[config.mk]
export PLATFORM = sky130hd
export DESIGN_NAME = command_handler
export DESIGN_NICKNAME = d
export VERILOG_FILES = /design/src/rtl/vt52_pkg.sv /design/src/rtl/clear_filler.sv /design/src/rtl/command_handler.sv
export SDC_FILE = /design/constraint.sdc
export NUM_CORES = 1
export LEC_CHECK = 0
export ABC_AREA = 1
export BUFFER_PORTS_ARGS = -buffer_cell sky130_fd_sc_hd__buf_2
export CORE_MARGIN = 3
export CORE_UTILIZATION = 56
export CTS_BUF_LIST = sky130_fd_sc_hd__clkbuf_2
export CTS_CLUSTER_DIAMETER = 200
export DETAILED_ROUTE_END_ITERATION = 8
export PLACE_DENSITY = 0.88
export SLEW_MARGIN = 20
export SYNTH_ARGS = -nofsm -noshare
export SYNTH_HDL_FRONTEND = slang
export SYNTH_SLANG_ARGS = --single-unit
[constraint.sdc]
create_clock -name clk -period 2.4 [get_ports clk]
set_clock_uncertainty 0.2 [all_clocks]
set_input_delay 0.48 -clock clk [delete_from_list [all_inputs] [get_ports clk]]
set_output_delay 0.48 -clock clk [all_outputs]
set_load 0.02 [all_outputs]
[src/rtl/vt52_pkg.sv]
// Shared VT52 constants: ASCII control bytes, escape letters, handler states, screen defaults.
package vt52_pkg;
  localparam int ROWS_DEF = 24;
  localparam int COLS_DEF = 80;

  localparam logic [7:0] CH_BS    = 8'h08;
  localparam logic [7:0] CH_TAB   = 8'h09;
  localparam logic [7:0] CH_LF    = 8'h0A;
  localparam logic [7:0] CH_CR    = 8'h0D;
  localparam logic [7:0] CH_ESC   = 8'h1B;
  localparam logic [7:0] CH_SPACE = 8'h20;
  localparam logic [7:0] CH_TILDE = 8'h7E;

  localparam logic [7:0] ESC_UP    = 8'h41;  // A
  localparam logic [7:0] ESC_DOWN  = 8'h42;  // B
  localparam logic [7:0] ESC_RIGHT = 8'h43;  // C
  localparam logic [7:0] ESC_LEFT  = 8'h44;  // D
  localparam logic [7:0] ESC_HOME  = 8'h48;  // H
  localparam logic [7:0] ESC_EOS   = 8'h4A;  // J
  localparam logic [7:0] ESC_EOL   = 8'h4B;  // K
  localparam logic [7:0] ESC_POS   = 8'h59;  // Y

  localparam logic [2:0] ST_NORMAL = 3'd0;
  localparam logic [2:0] ST_ESC    = 3'd1;
  localparam logic [2:0] ST_Y_ROW  = 3'd2;
  localparam logic [2:0] ST_Y_COL  = 3'd3;
  localparam logic [2:0] ST_CLEAR  = 3'd4;
endpackage

[src/rtl/clear_filler.sv]
// Walks an address range one location per cycle starting the cycle after start_i.
// busy_o doubles as the write strobe; done_o flags the final write.
module clear_filler #(
  parameter int ADDR_BITS = 11
) (
  input  logic                 clk,
  input  logic                 reset,
  input  logic                 start_i,
  input  logic [ADDR_BITS-1:0] start_addr_i,
  input  logic [ADDR_BITS-1:0] end_addr_i,
  output logic                 busy_o,
  output logic [ADDR_BITS-1:0] addr_o,
  output logic                 done_o
);
  logic                 busy_q;
  logic [ADDR_BITS-1:0] addr_q;
  logic [ADDR_BITS-1:0] end_q;

  always_ff @(posedge clk) begin
    if (reset) begin
      busy_q <= 1'b0;
      addr_q <= '0;
      end_q  <= '0;
    end else if (start_i) begin
      busy_q <= 1'b1;
      addr_q <= start_addr_i;
      end_q  <= end_addr_i;
    end else if (busy_q) begin
      if (addr_q == end_q) busy_q <= 1'b0;
      else                 addr_q <= addr_q + ADDR_BITS'(1);
    end
  end

  assign busy_o = busy_q;
  assign addr_o = addr_q;
  assign done_o = busy_q && (addr_q == end_q);
endmodule

[src/rtl/command_handler.sv]
// VT52 byte interpreter: decodes controls/escapes into registered cursor and character writes.
// One ready bubble after every cursor write so the cursor block's feedback is fresh.
module command_handler
  import vt52_pkg::*;
#(
  parameter int ROW_BITS  = 5,
  parameter int COL_BITS  = 7,
  parameter int ROWS      = ROWS_DEF,
  parameter int COLS      = COLS_DEF,
  parameter int ADDR_BITS = 11
) (
  input  logic                 clk,
  input  logic                 reset,
  input  logic [7:0]           data,
  input  logic                 valid,
  output logic                 ready,
  input  logic [COL_BITS-1:0]  cursor_x,
  input  logic [ROW_BITS-1:0]  cursor_y,
  output logic [COL_BITS-1:0]  new_cursor_x,
  output logic [ROW_BITS-1:0]  new_cursor_y,
  output logic                 new_cursor_wen,
  output logic [7:0]           new_char,
  output logic [ADDR_BITS-1:0] new_char_address,
  output logic                 new_char_wen,
  output logic                 scroll_req
);
  localparam logic [COL_BITS-1:0] XMAX = COL_BITS'(COLS - 1);
  localparam logic [ROW_BITS-1:0] YMAX = ROW_BITS'(ROWS - 1);

  logic [2:0]           state_q, state_d;
  logic [ROW_BITS-1:0]  row_q, row_d;
  logic                 row_ok_q, row_ok_d;
  logic [COL_BITS-1:0]  ncx_q, ncx_d;
  logic [ROW_BITS-1:0]  ncy_q, ncy_d;
  logic                 cwen_q, cwen_d;
  logic                 chwen_q, chwen_d;
  logic [7:0]           ch_q, ch_d;
  logic [ADDR_BITS-1:0] addr_q, addr_d;
  logic                 scroll_q, scroll_d;
  logic                 ready_q, ready_d;

  logic                 accept;
  logic [7:0]           off;
  logic                 in_rows, in_cols;
  logic [COL_BITS:0]    tab_x;
  logic [ADDR_BITS-1:0] row_base, cur_addr;
  logic                 fill_start, fill_busy, fill_done;
  logic [ADDR_BITS-1:0] fill_end, fill_addr;

  assign accept   = valid && ready;
  // Bytes below 0x20 must not wrap into range after the bias is removed.
  assign off      = data - CH_SPACE;
  assign in_rows  = (data >= CH_SPACE) && (off < 8'(ROWS));
  assign in_cols  = (data >= CH_SPACE) && (off < 8'(COLS));
  assign tab_x    = {1'b0, cursor_x | COL_BITS'(7)} + (COL_BITS+1)'(1);
  assign row_base = ADDR_BITS'(cursor_y) * ADDR_BITS'(COLS);
  assign cur_addr = row_base + ADDR_BITS'(cursor_x);

  always_comb begin
    state_d    = state_q;
    row_d      = row_q;
    row_ok_d   = row_ok_q;
    ncx_d      = ncx_q;
    ncy_d      = ncy_q;
    cwen_d     = 1'b0;
    chwen_d    = 1'b0;
    ch_d       = ch_q;
    addr_d     = addr_q;
    scroll_d   = 1'b0;
    fill_start = 1'b0;
    fill_end   = row_base + ADDR_BITS'(COLS - 1);
    case (state_q)
      ST_NORMAL: if (accept) begin
        ncx_d = cursor_x;
        ncy_d = cursor_y;
        if (data >= CH_SPACE && data <= CH_TILDE) begin
          chwen_d = 1'b1;
          ch_d    = data;
          addr_d  = cur_addr;
          cwen_d  = 1'b1;
          ncx_d   = (cursor_x == XMAX) ? XMAX : cursor_x + COL_BITS'(1);
        end else begin
          case (data)
            CH_CR:  begin cwen_d = 1'b1; ncx_d = '0; end
            CH_LF:  if (cursor_y == YMAX) scroll_d = 1'b1;
                    else begin cwen_d = 1'b1; ncy_d = cursor_y + ROW_BITS'(1); end
            CH_BS:  begin cwen_d = 1'b1; if (cursor_x != '0) ncx_d = cursor_x - COL_BITS'(1); end
            CH_TAB: begin
              cwen_d = 1'b1;
              ncx_d  = (tab_x > {1'b0, XMAX}) ? XMAX : tab_x[COL_BITS-1:0];
            end
            CH_ESC: state_d = ST_ESC;
            default: ;
          endcase
        end
      end
      ST_ESC: if (accept) begin
        state_d = ST_NORMAL;
        ncx_d   = cursor_x;
        ncy_d   = cursor_y;
        case (data)
          ESC_UP:    begin cwen_d = 1'b1; if (cursor_y != '0) ncy_d = cursor_y - ROW_BITS'(1); end
          ESC_DOWN:  begin cwen_d = 1'b1; if (cursor_y != YMAX) ncy_d = cursor_y + ROW_BITS'(1); end
          ESC_RIGHT: begin cwen_d = 1'b1; if (cursor_x != XMAX) ncx_d = cursor_x + COL_BITS'(1); end
          ESC_LEFT:  begin cwen_d = 1'b1; if (cursor_x != '0) ncx_d = cursor_x - COL_BITS'(1); end
          ESC_HOME:  begin cwen_d = 1'b1; ncx_d = '0; ncy_d = '0; end
          ESC_EOS:   begin fill_start = 1'b1; fill_end = ADDR_BITS'(ROWS * COLS - 1); state_d = ST_CLEAR; end
          ESC_EOL:   begin fill_start = 1'b1; state_d = ST_CLEAR; end
          ESC_POS:   state_d = ST_Y_ROW;
          CH_ESC:    state_d = ST_ESC;
          default: ;
        endcase
      end
      ST_Y_ROW: if (accept) begin
        row_d    = off[ROW_BITS-1:0];
        row_ok_d = in_rows;
        state_d  = ST_Y_COL;
      end
      ST_Y_COL: if (accept) begin
        cwen_d  = 1'b1;
        ncx_d   = in_cols ? off[COL_BITS-1:0] : cursor_x;
        ncy_d   = row_ok_q ? row_q : cursor_y;
        state_d = ST_NORMAL;
      end
      ST_CLEAR: if (fill_done) state_d = ST_NORMAL;
      default: state_d = ST_NORMAL;
    endcase
    ready_d = !cwen_d;
  end

  always_ff @(posedge clk) begin
    if (reset) begin
      state_q  <= ST_NORMAL;
      row_q    <= '0;
      row_ok_q <= 1'b0;
      ncx_q    <= '0;
      ncy_q    <= '0;
      cwen_q   <= 1'b0;
      chwen_q  <= 1'b0;
      ch_q     <= '0;
      addr_q   <= '0;
      scroll_q <= 1'b0;
      ready_q  <= 1'b1;
    end else begin
      state_q  <= state_d;
      row_q    <= row_d;
      row_ok_q <= row_ok_d;
      ncx_q    <= ncx_d;
      ncy_q    <= ncy_d;
      cwen_q   <= cwen_d;
      chwen_q  <= chwen_d;
      ch_q     <= ch_d;
      addr_q   <= addr_d;
      scroll_q <= scroll_d;
      ready_q  <= ready_d;
    end
  end

  clear_filler #(.ADDR_BITS(ADDR_BITS)) u_fill (
    .clk          (clk),
    .reset        (reset),
    .start_i      (fill_start),
    .start_addr_i (cur_addr),
    .end_addr_i   (fill_end),
    .busy_o       (fill_busy),
    .addr_o       (fill_addr),
    .done_o       (fill_done)
  );

  assign ready            = ready_q && (state_q != ST_CLEAR);
  assign new_cursor_x     = ncx_q;
  assign new_cursor_y     = ncy_q;
  assign new_cursor_wen   = cwen_q;
  assign new_char_wen     = chwen_q | fill_busy;
  assign new_char         = fill_busy ? CH_SPACE : ch_q;
  assign new_char_address = fill_busy ? fill_addr : addr_q;
  assign scroll_req       = scroll_q;
endmodule

==> impl_metrics.ini <==
[critical_path]
slowest_delay_ns = 0.44
rr_worst_depth = 11
crit_fanout = 25
crit_arrival_ns = 1.57
crit_path_start_kind = flop
crit_chain = buf_12, or2_2, buf_2
critPathRequiredTime_ns = 1.72
crit_type = reg2out
end_kind = primary output
critPathSlowestCell = dfxtp_2

[global_route]
antenna_found_initial = 0
grt_pass1_vias = 5237
grt.total_usage_pct = 30.3
grt_pass1_wl_um = 25300
grt.overflow.total = 0
grt_start_max_net_pins = 30

[synthesis]
yosys-top-cells-count = nand2_1 (202), nor2_1 (97), inv_1 (86)
yosys_warnings = 0
synth_top_area_share_pct = 24.5
synth_flop_cell = dfxtp_1
netlist_area_um2 = 5240
synth_area_leaders = dfxtp_1 (24%), nand2_1 (14%), o21ai_0 (7.3%)
post-synth-top-count-cell = nand2_1
synth-async-reset-ratio_pct = 0
synth-seq-cells = 64
synth_cell_types = 41
synth_fp_nets = 889
synth_edf_count = 0
yosysSeqAreaShare_pct = 24.5
syn-instance-count = 842
syn_area_per_cell_um2 = 6.22
synth_top_cell_by_area = dfxtp_1

[die]
initial_core_util_pct = 58.9
core_area_um2 = 8890
placementRows = 34
ioPinCount = 58
die_h_um = 103
die_w_um = 103
fp.dieArea_um2 = 10600

[sta]
rsz0062_at_grt = false
setup_tns_ns = 0
finalSetupViolCount = 0
fin_ws_ns = 0.152
fin_crit_ns = 2.25
slew_headroom_pct = 61.0
hold_slack_ns = 0.0692
fin_crit_sh_pct = 93.7
hold_violations = 0
max_freq_mhz = 445
slew_violations = 0
tightest_slew_ns = 0.583

[clocking]
htree_levels = 3
clkTransAtPathRegs_ns = 0.21
ctsHoldBuffers = 0
tritoncts = done
clk_latency_ns = 0.52
cts_buffers = 9
clockBufferDepth = 2
cts_root_buffer = clkbuf_2
cts_sinks = 64

[pwr]
power.density_nw_per_um2 = 441
total_power_mw = 2.63
vdd_ir_drop_max_mv = 0.393
cellLeakagePower_nw = 2.84

[run]
cap_violations = 0

[drt]
drt_iter0_drc = 553
vias_per_cell = 5.61
firstDrtPassIters = 6
ant_nets = 0
vias = 5786
drc_errors = 0
wl_um = 15400
routedWlPerCell_um = 14.9

[final_layout]
nets = 966
drive_gt1_share_pct = 18.2
antennaDiodeCount = 0
area_growth_pct = 14.0

[placement]
hpwl_um = 11700
gp_congestion = 1.03
portBuffers = 57
pre_cts_ws_ns = -0.102

[min_path]
min_path_cells = 3
hold_path_class = in2reg

[run_status]
status = complete, no violations
what timing repair did:
action,4_1_cts,5_1_grt
setup buffers,0,0
resized for setup,0,2
setup endpoints to repair,0,11
endpoints found under the hold margin,0,0
cells in the final DEF, fill, tap and decap left out, types with 4 or more instances in the layout:
master    synthesis  layout
or2_2             4       4
clkbuf_2          1       9
inv_1            86      86
nand2_1         202     202
nor2_2            7       7
nor2_4            9       9
ha_1             22      20
xor2_1           16      16
nand4_1          17      17
nor2_1           97      97
o21ai_1           9       9
nand3_2           5       5
nand2_2           5       5
o211ai_1          6       6
xnor2_1          12      12
clkinv_1          5       5
dfxtp_1          64      62
a21oi_1          64      64
buf_2             6      57
buf_12            1       4
o21ai_0          76      76
buf_4             5      36
nand2_4           4       4
nand3_1          72      72
inv_2             9       9
power breakdown:
| part | switching, mW | leakage (nW) | internal (mW) |
|---|---|---|---|
| Clock | 0.459 | 0.0871 | 0.358 |
| Combinational | 0.435 | 2.23 | 0.254 |
| Sequential | 0.0181 | 0.523 | 1.11 |
| Total | 0.912 | 2.84 | 1.72 |
registers in the layout, summed over array words and instances (netlist names):
| signal | count |
|---|---|
| ready_q | 1 |
| new_cursor_x | 7 |
| u_fill.busy_o | 1 |
| ch_q | 8 |
| scroll_req | 1 |
| u_fill.addr_o | 11 |
| chwen_q | 1 |
| new_cursor_y | 5 |
| u_fill.end_q | 8 |
| row_ok_q | 1 |
| addr_q | 11 |
| row_q | 5 |
| state_q | 3 |
| new_cursor_wen | 1 |
through the flow:
| step | cells | cell area (um^2) | utilization (%) |
|---|---|---|---|
| 3_3_place_gp | 1016 | 5820 | 65.5 |
| 2_1_floorplan | 842 | 5260 | - |
| 5_1_grt | 1032 | 5970 | 67.2 |
| 4_1_cts | 1032 | 5970 | 67.2 |
| 3_5_place_dp | 1016 | 5820 | 65.5 |
| 6_report | 1032 | 5970 | 67.2 |
cells by family after synthesis:
group                    Yosys count  share of synthesized area, %
buffers and inverters            133                          11.4
AO/OA/AOI/OAI                    163                          16.2
adder cells (fa/ha/maj)           24                          6.02
AND/OR/NAND/NOR                  430                          37.2
XOR/XNOR                          28                          4.68
flip-flops                        64                          24.5
path summary, 6_finish.rpt:
kind / end / slack [ns] / startpoint
max: new_char_wen / 0.15 / u_fill.busy_o
min: ch_q[6] / 0.07 / data[6]
min reg2reg: addr_q[4] / 0.27 / addr_q[4]
max reg2reg: new_cursor_x[1] / 0.27 / state_q[1]
critical path: cells and delay by family, from the launching register on:
family,cells,cell delay [ns]
simple gates,1,0.28
flops,1,0.44
buf+inv,2,0.33
layout make-up:
type / count / area, um^2
Multi-Input combinational cell: 645 / 3380
Fill cell: 820 / 2920
Sequential cell: 64 / 1280
Timing Repair Buffer: 97 / 636
Inverter: 102 / 390
Tap cell: 108 / 135
Clock inverter: 7 / 104
Clock buffer: 9 / 45.0
per-layer routing:
metal / vias up / track usage, % / part of all wire (%)
met5: - / 0 / 0
met4: 0 / 9.99 / 2.7
met3: 40 / 5.35 / 11
met2: 303 / 49.2 / 44
met1: 2562 / 40.8 / 42
li1: 2881 / - / -
(Power assumes the default switching activity.)
